`config.mk`:
```
export PLATFORM = sky130hd
export DESIGN_NAME = seq_divider
export DESIGN_NICKNAME = d
export VERILOG_FILES = /design/src/rtl/seq_divider.sv
export SDC_FILE = /design/constraint.sdc
export NUM_CORES = 1
export LEC_CHECK = 0
export BUFFER_PORTS_ARGS = -buffer_cell sky130_fd_sc_hd__buf_2
export CORE_MARGIN = 10
export CORE_UTILIZATION = 26
export CTS_CLUSTER_DIAMETER = 80
export DETAILED_ROUTE_END_ITERATION = 8
export GPL_TIMING_DRIVEN = 0
export HOLD_SLACK_MARGIN = 0.06
export PLACE_DENSITY_LB_ADDON = 0.3
export REMOVE_ABC_BUFFERS = 1
export SLEW_MARGIN = 0
export SYNTH_ARGS = -nofsm -noshare
export SYNTH_HDL_FRONTEND = slang
export SYNTH_SLANG_ARGS = --single-unit
```
`constraint.sdc`:
```
create_clock -name clk -period 4.4 [get_ports clk]
set_input_delay 0.44 -clock clk [delete_from_list [all_inputs] [get_ports clk]]
set_output_delay 0.44 -clock clk [all_outputs]
set_load 0.03 [all_outputs]
```
`src/rtl/seq_divider.sv`:
```
// seq_divider: restoring radix-2 sequential unsigned divider with divide-by-zero flag
module seq_divider #(
   parameter int WIDTH = 24
) (
   input  logic             clk,
   input  logic             rst,
   input  logic             valid_data_in,
   input  logic [WIDTH-1:0] in1,
   input  logic [WIDTH-1:0] in2,
   output logic [WIDTH-1:0] quotient,
   output logic [WIDTH-1:0] remainder,
   output logic             valid_data_out,
   output logic             busy,
   output logic             div_by_zero
);
   localparam int CW = $clog2(WIDTH);
   typedef enum logic [1:0] {IDLE, CALC, DONE} state_t;
   state_t state, state_nxt;
   logic [WIDTH-1:0] dvd, dvs, rem, rem_nxt;
   logic [WIDTH:0] shifted;
   logic [CW-1:0] cnt;
   logic ge, last, accept;
   always_comb begin
      shifted = {rem, dvd[WIDTH-1]};
      ge = shifted >= {1'b0, dvs};
      rem_nxt = ge ? WIDTH'(shifted - {1'b0, dvs}) : shifted[WIDTH-1:0];
      last = cnt == CW'(WIDTH - 1);
      accept = state == IDLE && valid_data_in;
      state_nxt = state == IDLE ? (valid_data_in ? (in2 == '0 ? DONE : CALC) : IDLE) :
                  state == CALC ? (last ? DONE : CALC) : IDLE;
   end
   always_ff @(posedge clk) state <= rst ? IDLE : state_nxt;
   always_ff @(posedge clk) begin
      if (rst) begin
         quotient <= '0;
         remainder <= '0;
         div_by_zero <= 1'b0;
         cnt <= '0;
      end else if (accept) begin
         dvd <= in1;
         dvs <= in2;
         rem <= '0;
         cnt <= '0;
         if (in2 == '0) begin
            quotient <= '1;
            remainder <= in1;
            div_by_zero <= 1'b1;
         end
      end else if (state == CALC) begin
         dvd <= {dvd[WIDTH-2:0], ge};
         rem <= rem_nxt;
         cnt <= cnt + 1'b1;
         if (last) begin
            quotient <= {dvd[WIDTH-2:0], ge};
            remainder <= rem_nxt;
            div_by_zero <= 1'b0;
         end
      end
   end
   assign valid_data_out = state == DONE;
   assign busy = state != IDLE;
endmodule

```
==> results.cfg <==
[run_status]
status = finished, final reports clean

[place]
place.gp.congestion = 0.803
numPortBuffers = 101
place_hpwl_mm = 14.5
pre_cts_ws_ns = 0.905
placed_cells = 1110

[synth]
ys_warn_count = 0
synth_flop_cell = edfxtp_1
synth_adder_area_share = 0.0504
synth_top_family_by_area = simple AND/OR/NAND/NOR gates
synth_area_um2 = 6600
synthArstFlopShare = 0
synth_edf_count = 72
synth_mux_area_frac = 0.00455
synth_seq_cells = 128
synthDistinctLibCells = 63
synthCells = 711
yosysSeqAreaShare = 0.497
syn_avg_cell_area_um2 = 9.29
synth_compound_area_frac = 0.154
yosys.area_share.xor_xnor = 0.0318
yosys.area_share.simple = 0.220

[cells_and_area]
syn2layout_area_growth_pct = 22.6
fin_util = 0.322
finalNetCount = 876
num_antenna_cells = 0
drive_gt1_frac = 0.213
layout.cells.non_filler = 1142

[sta]
worstMarginPinSlew_ns = 0.946
slew_headroom = 0.369
fin_crit_sh = 0.810
fin_tns_setup_ns = 0
setup_viol = 0
drv_slew = 0
worst_slack_ns = 0.835
hold_violations = 0
clock_skew_ns = 0.00946
fin_crit_ns = 3.57
max_freq_mhz = 280
rsz0062_at_grt = no

[floorplan]
row_count = 58
coreArea_um2 = 25100
start_util = 0.263
num_io_pins = 102
fp.dieW_um = 179
die_h_um = 179
die-area_um2 = 32200

[worst_setup_path]
end_kind = register
crit_arrival_ns = 3.73
rr_endpoint = rem[15]
cp_slowest_cell = o21ai_4
crit_path_start_kind = register
cp_cell_sequence = ha_1 > a21oi_1 > o21ai_1 > a211o_1 > o21a_1 > o211a_4 > o21ai_4 > nand2_4 > mux2i_1 > nor2_1
path_class = register to register
required_ns = 4.56
critical-path-max-stage-delay_ns = 0.62
timing.rr.start = rem[7]
ff2ff_setup_slack_ns = 0.83
path_max_fanout = 27
r2r_cells = 10

[min_path]
hold_class = primary input to register
hold_end = dvs[13]
min_path_cells = 1
min_from = in2[13]

[routing]
firstDrtPassIters = 6
vias = 5444
initialDrtViolationCount = 372
vias_per_cell = 4.77
wirelength_mm = 20.0
wl_per_cell_um = 17.5
ant_nets = 0
drc_errors = 0

[clocking]
clk_latency_ns = 0.42
clockBufferDepth = 2
cts_resized = 0
numCtsBuffers = 17
path_clk_slew_ns = 0.06
cts_hold_buf = 0
htreeDepth = 4
cts_tree = yes
root_buffer = clkbuf_16
cts.sinks = 128
cts_setup_buffers = 0

[global_routing]
grt_start_max_net_pins = 44
grt_pass1_vias = 5500
grt_util_all_layers = 0.125
grt_antenna_before_repair = 1
overflow = 0
grt_first_pass_wirelength_mm = 31.1

[run]
drv_cap = 0

[power_and_ir_drop]
p_leak_uw = 0.00343
p_per_area_nw_per_um2 = 403
power_uw = 3260
irDropWorstVdd_mv = 0.222
metal layers:
| layer | share of wire | vias up | routed length (µm) | track usage |
|---|---|---|---|---|
| li1 | - | 2716 | - | - |
| met1 | 0.45 | 2585 | 8950 | 0.159 |
| met2 | 0.48 | 122 | 9680 | 0.208 |
| met3 | 0.056 | 19 | 1120 | 0.0319 |
| met4 | 0.0090 | 2 | 180 | 0.0331 |
| met5 | 0.00090 | - | 18 | 0 |
Yosys cell counts (6+ instances only):
cell,instances,share of area
clkbuf_1,32,0.018
nor3_1,63,0.048
nand3_1,14,0.011
xnor2_1,11,0.015
dfxtp_1,56,0.17
xor2_1,13,0.017
nand2b_1,8,0.0076
inv_1,29,0.016
nor2b_1,6,0.0057
a21o_1,11,0.013
a211oi_1,7,0.0080
o221a_2,11,0.019
nand2_1,103,0.059
ha_1,25,0.047
and3_1,12,0.011
a21oi_1,43,0.033
nor4_1,6,0.0057
nor2_1,79,0.045
o21ai_0,20,0.015
o21a_1,14,0.016
edfxtp_1,72,0.33
nand4_1,10,0.0095
sequential cells by signal (all words and copies together), names as in the netlist:
signal and count:
dvs 24, dvd 24, remainder 24, quotient 24
state 2, cnt 5, div_by_zero 1, rem 24
through the flow:
step,cell area (µm²),hold WS [ns]
global placement,7360,0.473
finish,8090,0.209
global route,8090,0.192
floorplan,6440,0.508
detailed placement,7540,0.477
CTS,8090,0.192
cell families after synthesis:
family                     Yosys count
muxes                                3
DFF                                128
and+or+nand+nor                    317
AOI/OAI and AO/OA                  144
buffers and inverters               69
xor gates and xnor gates            24
adders and majority gates           26
cell usage in the layout, fill, tap and decap left out, types with 4 or more instances in the layout:
| cell type | count |
|---|---|
| nand2b_1 | 8 |
| inv_1 | 29 |
| nand2_1 | 102 |
| o221a_2 | 11 |
| xor2_1 | 13 |
| o31ai_1 | 4 |
| o211ai_1 | 4 |
| a21o_1 | 11 |
| o21ai_0 | 20 |
| clkbuf_16 | 18 |
| and3_1 | 12 |
| nand3_1 | 14 |
| nor4_1 | 6 |
| a21oi_1 | 42 |
| ha_1 | 25 |
| dfxtp_1 | 56 |
| a211oi_1 | 6 |
| xnor2_1 | 11 |
| nand4_1 | 10 |
| nor3_1 | 62 |
| buf_2 | 101 |
| nor2_1 | 77 |
| clkinv_2 | 5 |
| o21a_1 | 14 |
| edfxtp_1 | 72 |
| nor2b_1 | 6 |
worst max-delay path, delay by kind of cell (launching register included):
kind                     cells  cell delay (ns)
flip-flops                   1             0.42
AO/OA/AOI/OAI                6             1.77
AND/OR/NAND/NOR              2             0.36
multiplexers                 1             0.39
adder cells (fa/ha/maj)      1             0.37
report_power, final:
group	switching [µW]	internal, µW	leakage [µW]
Sequential	33.9	1340	0.00113
Clock	537	795	0.000278
Combinational	341	212	0.00202
Total	912	2350	0.00343
area by class of cell:
class | instances | area, µm²
tap | 330 | 413
clock buffer | 23 | 499
timing repair buffer | 109 | 646
fill | 2698 | 17000
clock inverter | 9 | 53.8
sequential | 128 | 3280
multi-input combinational | 514 | 3090
inverter | 29 | 109
worst max-delay path by stage:
stage / start / end
2_1_floorplan: state[1] / dvd[0]
3_3_place_gp: state[1] / rem[8]
3_5_place_dp: rem[7] / remainder[18]
4_1_cts: rem[7] / remainder[18]
5_1_grt: rem[7] / remainder[18]
6_report: rem[7] / rem[15]
(Power assumes the default switching activity.)
